<file path="src/rtl/hex_display_pkg.sv">
// Shared constants and types for the multiplexed hex display scheduler.
package hex_display_pkg;

  // Active-low pattern with every segment off.
  localparam logic [6:0] BLANK_PATTERN = 7'h7F;

  // Number of displays served by one scheduler.
  localparam int NUM_DIGITS = 4;

  // Width of the digit index (0..NUM_DIGITS-1).
  localparam int IDX_W = 2;

  // Scan FSM states; the encoding is visible on the debug state output.
  typedef enum logic [1:0] {
    ST_IDLE  = 2'd0,
    ST_LOAD  = 2'd1,
    ST_LATCH = 2'd2
  } scan_state_e;

  // One shadow register file entry.
  typedef struct packed {
    logic       blank;
    logic [3:0] value;
  } shadow_t;

endpackage

</file>
<file path="src/rtl/hex_display_scheduler_segment.sv">
// Combinational hex nibble to 7-segment decoder, active-low, bit0 = segment a.
module segment (
  input  logic [3:0] hex,
  output logic [6:0] seg
);

  // Standard hex glyph table (segments g..a, low = lit).
  always_comb begin
    seg = 7'h7F;
    case (hex)
      4'h0: seg = 7'h40;
      4'h1: seg = 7'h79;
      4'h2: seg = 7'h24;
      4'h3: seg = 7'h30;
      4'h4: seg = 7'h19;
      4'h5: seg = 7'h12;
      4'h6: seg = 7'h02;
      4'h7: seg = 7'h78;
      4'h8: seg = 7'h00;
      4'h9: seg = 7'h10;
      4'hA: seg = 7'h08;
      4'hB: seg = 7'h03;
      4'hC: seg = 7'h46;
      4'hD: seg = 7'h21;
      4'hE: seg = 7'h06;
      4'hF: seg = 7'h0E;
      default: seg = 7'h7F;
    endcase
  end

endmodule

</file>
<file path="src/rtl/hex_display_scheduler.sv">
// Time-multiplexed hex display scheduler: a shadow register file is written
// through a valid/ready port, and one shared decoder refreshes one display
// per scan slot.
//
// Handshake: an update transfers on a rising edge where wr_valid and wr_ready
// are both 1. wr_ready does not depend on wr_valid. While wr_valid=1 and
// wr_ready=0 the requester holds wr_digit/wr_value/wr_blank stable.
// wr_ready is 0 in reset and in the LOAD state, 1 otherwise.
module hex_display_scheduler
  import hex_display_pkg::*;
#(
  parameter int SCAN_DIV   = 50000,
  parameter int NUM_DIGITS = 4
) (
  input  logic             CLOCK_50,
  input  logic             resetn,
  input  logic             wr_valid,
  output logic             wr_ready,
  input  logic [IDX_W-1:0] wr_digit,
  input  logic [3:0]       wr_value,
  input  logic             wr_blank,
  output logic [6:0]       HEX0,
  output logic [6:0]       HEX1,
  output logic [6:0]       HEX2,
  output logic [6:0]       HEX3,
  output logic             scan_tick,
  output logic [1:0]       dbg_state
);

  localparam int              CNT_W    = (SCAN_DIV > 1) ? $clog2(SCAN_DIV) : 1;
  localparam logic [CNT_W-1:0] CNT_LAST = CNT_W'(SCAN_DIV - 1);

  logic [CNT_W-1:0] cnt_q;
  scan_state_e      state_q;
  logic [IDX_W-1:0] idx_q;
  shadow_t          shadow_q [NUM_DIGITS];
  logic [6:0]       hex_q    [NUM_DIGITS];
  shadow_t          cur_entry;
  logic [6:0]       dec_out;
  logic             wr_fire;

  // Slot boundary: last count of the prescaler.
  assign scan_tick = (cnt_q == CNT_LAST);

  // Updates are refused during reset and while the decoder input is being set up.
  assign wr_ready  = resetn && (state_q != ST_LOAD);
  assign wr_fire   = wr_valid && wr_ready;

  // The single shared decoder always looks at the entry of the current digit.
  assign cur_entry = shadow_q[idx_q];

  segment u_segment (
    .hex (cur_entry.value),
    .seg (dec_out)
  );

  // Prescaler counting 0..SCAN_DIV-1 and wrapping.
  always_ff @(posedge CLOCK_50) begin
    if (!resetn) begin
      cnt_q <= '0;
    end else if (scan_tick) begin
      cnt_q <= '0;
    end else begin
      cnt_q <= cnt_q + 1'b1;
    end
  end

  // Scan FSM and digit index; index starts at 3 so digit 0 is served first.
  always_ff @(posedge CLOCK_50) begin
    if (!resetn) begin
      state_q <= ST_IDLE;
      idx_q   <= IDX_W'(3);
    end else begin
      case (state_q)
        ST_IDLE: begin
          if (scan_tick) begin
            state_q <= ST_LOAD;
            idx_q   <= idx_q + 1'b1;
          end
        end
        ST_LOAD:  state_q <= ST_LATCH;
        ST_LATCH: state_q <= ST_IDLE;
        default:  state_q <= ST_IDLE;
      endcase
    end
  end

  // Shadow register file write port.
  always_ff @(posedge CLOCK_50) begin
    if (!resetn) begin
      for (int i = 0; i < NUM_DIGITS; i++) begin
        shadow_q[i] <= '{blank: 1'b1, value: 4'h0};
      end
    end else if (wr_fire) begin
      shadow_q[wr_digit] <= '{blank: wr_blank, value: wr_value};
    end
  end

  // Output registers; only the digit being served changes, and it samples
  // the shadow before any write landing on the same edge.
  always_ff @(posedge CLOCK_50) begin
    if (!resetn) begin
      for (int i = 0; i < NUM_DIGITS; i++) begin
        hex_q[i] <= BLANK_PATTERN;
      end
    end else if (state_q == ST_LATCH) begin
      hex_q[idx_q] <= cur_entry.blank ? BLANK_PATTERN : dec_out;
    end
  end

  assign HEX0      = hex_q[0];
  assign HEX1      = hex_q[1];
  assign HEX2      = hex_q[2];
  assign HEX3      = hex_q[3];
  assign dbg_state = state_q;

endmodule

</file>
<file path="config.mk">
export PLATFORM = sky130hd
export DESIGN_NAME = hex_display_scheduler
export DESIGN_NICKNAME = d
export VERILOG_FILES = /design/src/rtl/hex_display_pkg.sv /design/src/rtl/hex_display_scheduler_segment.sv /design/src/rtl/hex_display_scheduler.sv
export SDC_FILE = /design/constraint.sdc
export NUM_CORES = 1
export LEC_CHECK = 0
export CORE_MARGIN = 1
export CORE_UTILIZATION = 28
export DETAILED_ROUTE_END_ITERATION = 6
export GPL_ROUTABILITY_DRIVEN = 0
export PLACE_DENSITY_LB_ADDON = 0.1
export SLEW_MARGIN = 20
export SYNTH_ARGS = -nofsm -noshare
export SYNTH_HDL_FRONTEND = slang
export SYNTH_SLANG_ARGS = --single-unit
</file>
<file path="constraint.sdc">
create_clock -name CLOCK_50 -period 5.62 [get_ports CLOCK_50]
set_input_delay 1.124 -clock CLOCK_50 [delete_from_list [all_inputs] [get_ports CLOCK_50]]
set_output_delay 1.124 -clock CLOCK_50 [all_outputs]
set_load 0.01 [all_outputs]
</file>
### Word level (Yosys, flattened, before mapping)

Memories as Yosys holds them, arrays and structs flattened. A register that Yosys moved wholly into a read port is not among the register bits.
Cells that the tools add are included.

| operators by class | value |
|---|---|
| add/sub/neg operators | 2 |
| equality and inequality tests | 5 |
| muxes and demuxes | 18 |
| bitwise operators | 1 |
| reduce and logical (&&, ||, !) cells | 7 |

Operator list:

| kind | count |
|---|---|
| $add A16 B1 Y16 const B | 1 |
| $eq A16 B16 Y1 const B | 1 |
| $mux W7 | 2 |
| $mux W2 | 5 |
| $mux W1 | 9 |
| $reduce_or A7 Y1 | 1 |
| $mux W5 | 1 |
| $reduce_or A5 Y1 | 1 |
| $pmux W2 S2 | 1 |
| $add A2 B1 Y2 const B | 1 |
| $eq A2 B1 Y1 const B | 1 |
| $eq A2 B2 Y1 const B | 1 |
| $logic_and A1 B1 Y1 | 2 |
| $logic_not A2 Y1 | 1 |
| $ne A2 B1 Y1 const B | 1 |
| $ne A2 B2 Y1 const B | 1 |
| $reduce_and A2 Y1 | 1 |
| $reduce_or A2 Y1 | 1 |
| $not A1 Y1 | 1 |

| word-level totals | value |
|---|---|
| bits in registers | 20 |
| bits in writable memories | 48 |
| ROM bits | 112 |
| input bits | 10 |
| output and inout port bits | 32 |
| word-level logic and storage cells | 39 |
| memories | 3 |

Memory list:

| memory | words | width | rd ports | clocked after Yosys merged registers in | write ports | RTL line | text |
|---|---|---|---|---|---|---|---|
| (no name shown) | 16 | 7 | 1 | 0 | 0 | hex_display_scheduler_segment.sv:10 | `case (hex)` |
| hex_q | 4 | 7 | 4 | 0 | 4 | hex_display_scheduler.sv:37 | `logic [6:0] hex_q [NUM_DIGITS];` |
| shadow_q | 4 | 5 | 1 | 1 | 4 | hex_display_scheduler.sv:36 | `shadow_t shadow_q [NUM_DIGITS];` |

### Depth between registers and ports, before layout

Gate-level depths: netlist of the first run.

| logic depth | value |
|---|---|
| depth after elaboration | 8 |
| mapped depth | 8 |
| gate-level depth less buffers | 7 |

### Hierarchy

Synthesis of the first run repeated with hierarchy kept, for this count alone.

| second synthesis, totals | value |
|---|---|
| cells, all modules | 256 |
| area, all modules | 3218.1 µm² |

By module, submodules not included:

| module | instances | cells each | area an instance (µm²) | sequential area each (µm²) |
|---|---|---|---|---|
| hex_display_scheduler | 1 | 224 | 2942.8 | 1881.8 |
| segment | 1 | 32 | 275.3 | 0.0 |

### Worst setup path before layout of the first run

No wires, ideal clock.

| timing path | value |
|---|---|
| kind | in2out |
| start | input resetn |
| end | output wr_ready |
| arrival time | 1.558 ns |
| data required time | 4.496 ns |
| setup slack | 2.938 ns |
| cell stages on the path | 3 |
| buffers on the path | 2 |
| cell sequence | buf_4 buf_6 and2_1 |

| on the way | value |
|---|---|
| longest elaborated chain between the ends | 1 |

Ends and longest elaborated chain:

| element | RTL line | text |
|---|---|---|
| start, declared | hex_display_scheduler.sv:16 | `input logic resetn,` |
| $logic_and A1 B1 Y1 | hex_display_scheduler.sv:46 | `assign wr_ready = resetn && (state_q != ST_LOAD);` |
| end, declared | hex_display_scheduler.sv:18 | `output logic wr_ready,` |

No other way between the ends.

### Worst setup path after layout of the first run

Same ends and word-level chain as after synthesis.

==> key figures, run 1 <==
STA
  • Worst-margin pin slew: approximately 0.63 ns
  • Final-report setup violation count: 0
  • Worst slew margin: 0.578
  • RSZ-0062 raised after global routing: no
  • Max Freq: 277 MHz
  • Fin crit share: 0.642
  • Pins Over Slew Limit: 0
  • Fin crit period: 3.61 ns
  • Skew final: 0.00944 ns
  • Setup tns final: 0 ns
  • Final Hold Viols: 0
  • Setup WS post-layout: about 2.0 ns

Power
  • Power Dens Cells: around 300 nW/um^2
  • Int Pwr: 0.992 mW
  • P_leak: 1.38 nW
  • Comb pwr share: 0.062
  • Sw Ratio: 0.206
  • Flop pwr share: 0.458
  • Clk pwr share: 0.480
  • Peak VDD IR: between 0.15 and 0.2 mV
  • Net Switching: 0.258 mW

Logic synthesis
  • Synthesized cell area: 3190 um^2
  • Synth async-reset ratio: 0
  • #FFs+latches synth: 70
  • Post-synthesis cell count: 265
  • Yosys top cell by area: edfxtp_1
  • Post-synthesis sequential area ratio: 0.589
  • Post-synth EDFFs: 48
  • Synth Area per Inst: 12.0 um^2
  • Commonest cells in the netlist: edfxtp_1, nand2_1, nor2_1
  • Post-synth top flop: edfxtp_1
  • Top cells by area, synth: edfxtp_1, dfxtp_1, nand2_1
  • Post-synth top area share: 0.451
  • Syn Nets: roughly 280
  • Top-count cell post-synth: edfxtp_1
  • Syn. warnings: 0
  • Synth unique cells: 46

CTS
  • Setup Fix Bufs, Post-CTS: 0
  • CTS Root Cell: clkbuf_16
  • TritonCTS clock tree: yes
  • CTS Buffer Depth: 2
  • Clock Latency Late Sink: around 0.33 ns
  • Total CTS buffers: 9
  • Hold buffer count at cts: 0
  • H-tree Lvls: 3
  • Clock slew at reported path FFs: around 0.050 ns
  • CTS Sinks: 70
  • Gates resized, CTS repair: 0

Hold path
  • Hold Path Class: register to register
  • Hold Crit Depth: 1

Placed design
  • Pre-CTS setup slack: 2.01 ns
  • Post-DP HPWL: 4.48 mm
  • IO Port Bufs: 41

Die
  • Core area: between 10000 and 15000 um^2
  • Initial Util: 0.291
  • FP Rows: 38
  • Die Height: 109 um
  • Die Wd: 109 um
  • I/O pin total: 42
  • Die area: roughly 12000 um^2

Run
  • Max Cap Violations: 0

Cells and area
  • Inserted Diodes: 0
  • Share of layout cells above drive strength 1: 0.117
  • Final #Nets: 328
  • Area of the multi-input gates: 1210 um^2
  • Seq. cell area: ~1900 um^2
  • P&R area growth vs syn: 26.7%
  • Filler instances: approximately 1100

Route
  • Via count: between 2000 and 2500
  • Drt via density: ~4.4
  • DRC Markers: 0
  • Final WL: roughly 6.0 mm
  • DR pass1 iterations: 4
  • Final ANT Viol Nets: 0
  • Initial drt markers: 108
  • Wire per inst: 13.2 um

GRT
  • Wire length of the first global-routing pass: 9.98 mm
  • Initial antenna violation count: 0
  • Number of global-route vias before repair: 1960
  • GRT Resource Usage Total: 0.113
  • Grt ovf: 0
  • Pin count of the biggest net entering global routing: 20

Worst setup path
  • Slowest stage delay, CP: 0.53 ns
  • Worst Setup Start Kind: primary input
  • Critical path, cell by cell: clkdlybuf4s50_1 > buf_4 > and2_1 > clkdlybuf4s50_1
  • Crit end category: primary output
  • CP Class: primary input to primary output
  • Crit path top cell by count: clkdlybuf4s50_1
  • Crit path DAT: roughly 2.5 ns
  • Critical-path maximum fanout: 19
  • WP data required: between 4 and 5 ns
  • R2R cell count: 6
  • Slowest-stage cell, CP: clkdlybuf4s50_1

Run status
  • Status: finished, final reports clean
-- through the flow --
stage	power, mW	util	std cells	cell area (um^2)	hold WS, ns
floorplan	0.628	-	265	3190	0.426
detailed placement	0.663	0.340	440	3730	0.446
CTS	1.27	0.368	456	4050	0.459
global placement	0.663	0.340	440	3730	0.442
global route	1.29	0.368	456	4050	0.505
finish	1.25	0.368	456	4050	0.459
-- layout by cell type, fill, tap and decap left out, types with 2 or more instances in the layout --
| cell type | count |
|---|---|
| edfxtp_1 | 48 |
| clkdlybuf4s50_1 | 41 |
| nand2_1 | 32 |
| nor2_1 | 27 |
| dfxtp_1 | 22 |
| and2_1 | 17 |
| nand3_1 | 13 |
| xnor2_1 | 12 |
| inv_1 | 10 |
| clkbuf_16 | 9 |
| nand2b_1 | 8 |
| ha_1 | 7 |
| mux4_2 | 5 |
| nor3b_1 | 5 |
| nor3_1 | 4 |
| nor4_1 | 4 |
| nand3b_1 | 3 |
| and3_1 | 3 |
| xor2_1 | 3 |
| nand4_1 | 3 |
| nand4b_1 | 2 |
| mux2_4 | 2 |
| o21a_1 | 2 |
| a21oi_2 | 2 |
| mux2_2 | 2 |
| or3_1 | 2 |
| and3_2 | 2 |
| bufinv_16 | 2 |
| clkinv_2 | 2 |
-- power groups by stage --
stage | combinational [mW] | sequential [mW] | clock [mW]
2_1_floorplan | 0.0417 | 0.586 | 0
3_3_place_gp | 0.0795 | 0.583 | 0
3_5_place_dp | 0.0795 | 0.583 | 0
5_1_grt | 0.0867 | 0.574 | 0.628
4_1_cts | 0.0797 | 0.572 | 0.614
6_report | 0.0779 | 0.572 | 0.599
-- area by class of cell --
| type | instances | area share |
|---|---|---|
| Multi-Input combinational cell | 177 | 0.299 |
| Clock buffer | 10 | 0.0566 |
| Inverter | 11 | 0.0114 |
| Tap cell | 140 | 0.0433 |
| Timing Repair Buffer | 42 | 0.103 |
| Clock inverter | 6 | 0.0213 |
| Sequential cell | 70 | 0.465 |
-- sequential cells by signal (all words and copies together) (netlist names), named ones only --
name,cells
hex_q,28
shadow_q,20
cnt_q,16
dbg_state,2
idx_q,2
-- kinds of logic after synthesis --
| family | synth area share |
|---|---|
| buffers and inverters | 0.0321 |
| AO/OA/AOI/OAI | 0.0321 |
| adder cells (fa/ha/maj) | 0.0274 |
| AND/OR/NAND/NOR | 0.219 |
| multiplexers | 0.0592 |
| flip-flops | 0.589 |
| XOR/XNOR | 0.0411 |
-- worst paths after layout --
| kind | startpoint | endpoint | slack [ns] |
|---|---|---|---|
| hold / removal | cnt_q[0]$_SDFF_PP0_ | cnt_q[0]$_SDFF_PP0_ | 0.46 |
| setup reg to reg | register | hex_q[0][1]$_SDFFCE_PN1P_ | 3.26 |
| hold reg to reg | cnt_q[0]$_SDFF_PP0_ | cnt_q[0]$_SDFF_PP0_ | 0.46 |
| setup / recovery | resetn | wr_ready | 2.01 |
-- critical path: cells and delay by family --
family / cells / cell delay [ns]
buffers and inverters: 3 / 1.20
AND/OR/NAND/NOR: 1 / 0.16
-- layer usage --
metal | part of all wire | global-route usage | vias to the layer above
met1 | 0.50 | 0.152 | 909
met2 | 0.43 | 0.171 | 63
li1 | - | - | 1035
met5 | 0 | 0 | -
met4 | 0.016 | 0.0492 | 0
met3 | 0.052 | 0.0305 | 7
No activity file was read; power rests on OpenSTA's default activity.
==> inputs of run 2 (changes only) <==
clock period = 3.57 ns   (was 5.62 ns; I/O delays follow)
==> run 2 against run 1 <==
Routed wire length up 4.1%. Via count down 0.30%. First-iteration DRC count down 22%. Critical path type is now register to primary output. Critical endpoint is now scan_tick.
==> key figures, run 2 (synthesis results as in run 1) <==
CTS
  • H-tree Lvls: 3
  • Setup Fix Bufs, Post-CTS: 0
  • Hold buffer count at cts: 0
  • Total CTS buffers: 9
  • CTS Sinks: 70
  • TritonCTS clock tree: yes
  • Gates resized, CTS repair: 0
  • CTS Root Cell: clkbuf_16
  • Clock Latency Late Sink: about 0.32 ns
  • CTS Buffer Depth: 2
  • Clock slew at reported path FFs: around 0.05 ns

Worst setup path
  • Critical-path maximum fanout: 6
  • R2R cell count: 6
  • Reg2Reg Setup Slack: around 1.2 ns
  • WP data required: 2.86 ns
  • Crit path DAT: 2.34 ns
  • Crit end category: primary output
  • Worst R2R End: hex_q[0][1]$_SDFFCE_PN1P_
  • Worst Setup Start Kind: register
  • CP Class: register to primary output

Cells and area
  • Most frequent cells in the layout: edfxtp_1, clkdlybuf4s50_1, nand2_1
  • Max reg flops: 28
  • Commonest non-fill, non-tap cell in the layout: edfxtp_1
  • Final #Nets: 328
  • Biggest register: hex_q
  • Final core occ: 0.370
  • Non-Filler Instances: between 400 and 500
  • P&R area growth vs syn: 27.4%
  • Filler instances: about 1100
  • Seq. cell area: 1880 um^2
  • Regs by FF count: hex_q (28), shadow_q (20), cnt_q (16)
  • Share of layout cells above drive strength 1: 0.114
  • Area of the multi-input gates: about 1200 um^2
  • Inserted Diodes: 0

GRT
  • Wire length of the first global-routing pass: 10.2 mm
  • Initial antenna violation count: 0
  • GRT Resource Usage Total: 0.116
  • Pin count of the biggest net entering global routing: 18
  • Number of global-route vias before repair: 1983
  • Grt ovf: 0

Die
  • Die Wd: 109 um
  • Die area: 11800 um^2
  • Initial Util: 0.291
  • Die Height: around 110 um
  • I/O pin total: 42
  • Core area: 11000 um^2
  • FP Rows: 38

Route
  • Wire per inst: 13.8 um
  • DR pass1 iterations: 4
  • Drt via density: roughly 4.4
  • Final ANT Viol Nets: 0
  • Final WL: about 6.3 mm
  • Via count: 2008
  • Initial drt markers: 84
  • DRC Markers: 0

Power
  • Comb pwr share: 0.060
  • P_leak: between 1 and 1.5 nW
  • Flop pwr share: 0.441
  • Sw Ratio: 0.201
  • Peak VDD IR: 0.242 mV
  • Pwr Total: 2.04 mW
  • Clk pwr share: 0.498
  • Net Switching: 0.411 mW
  • Int Pwr: between 1.5 and 2 mW
  • Power Dens Cells: 502 nW/um^2

STA
  • Setup tns final: 0 ns
  • Fin crit share: 0.857
  • Worst slew margin: 0.622
  • Final Hold Viols: 0
  • RSZ-0062 raised after global routing: no
  • Fin crit period: 3.06 ns
  • Final-report setup violation count: 0
  • Pins Over Slew Limit: 0
  • Hold WS: 0.457 ns
  • Skew final: 0.00808 ns
  • Worst-margin pin slew: 0.562 ns
  • Max Freq: 327 MHz

Placed design
  • Placed Cells: 440
  • Post-DP HPWL: 4.60 mm
  • IO Port Bufs: 41

Run
  • Max Cap Violations: 0

Hold path
  • Hold Path Class: register to register
  • Hold_sp: cnt_q[0]$_SDFF_PP0_
  • Hold Crit Depth: 1
  • WHS Endpoint: cnt_q[0]$_SDFF_PP0_

Run status
  • Status: finished, final reports clean
-- run 2: cell count changes in the layout (fill, tap and decap cells not counted) --
cell       before  now
bufinv_16       2    3
clkinv_1        0    1
clkinv_2        2    0
-- run 2: how the worst max path moves through the flow --
stage,cells past startpoint,start,to
5_1_grt,5,cnt_q[0]$_SDFF_PP0_,scan_tick
2_1_floorplan,3,cnt_q[5]$_SDFF_PP0_,scan_tick
3_3_place_gp,5,resetn,shadow_q[2][1]$_SDFFCE_PN0P_
4_1_cts,5,cnt_q[0]$_SDFF_PP0_,scan_tick
3_5_place_dp,5,resetn,shadow_q[2][2]$_SDFFCE_PN0P_
6_report,5,cnt_q[0]$_SDFF_PP0_,scan_tick
-- run 2: area by class of cell --
class / count / area share
Sequential cell: 70 / 0.462
Inverter: 11 / 0.0114
Clock buffer: 10 / 0.0563
Tap cell: 140 / 0.0431
Clock inverter: 6 / 0.0271
Timing Repair Buffer: 42 / 0.103
Multi-Input combinational cell: 177 / 0.297
-- run 2: power by group through the flow --
stage                     registers [mW]  logic (mW)  clock network (mW)
after floorplan                    0.922      0.0657                   0
after global placement             0.919       0.125                   0
after detailed placement           0.919       0.126                   0
after CTS                          0.902       0.126                1.04
after global routing               0.904       0.136                1.07
final                              0.901       0.124                1.02
-- run 2: routing by layer --
layer	part of all wire	GRT usage
met1	0.52	0.161
met2	0.42	0.175
met3	0.046	0.0227
met4	0.015	0.0492
met5	0	0
-- run 2: through the flow --
step / area, um^2 / setup slack, ns
final: 4070 / 0.511
after CTS: 4070 / 0.486
after global routing: 4070 / 0.373
after floorplan: 3190 / 1.42
after global placement: 3730 / 0.843
after detailed placement: 3730 / 0.784
-- run 2: worst max-delay path: stages, from the launching register on --
cell             delay [ns]
dfxtp_1                0.36
ha_1                   0.24
nand3_1                0.19
or4_4                  0.63
clkinv_4               0.09
clkdlybuf4s50_1        0.53
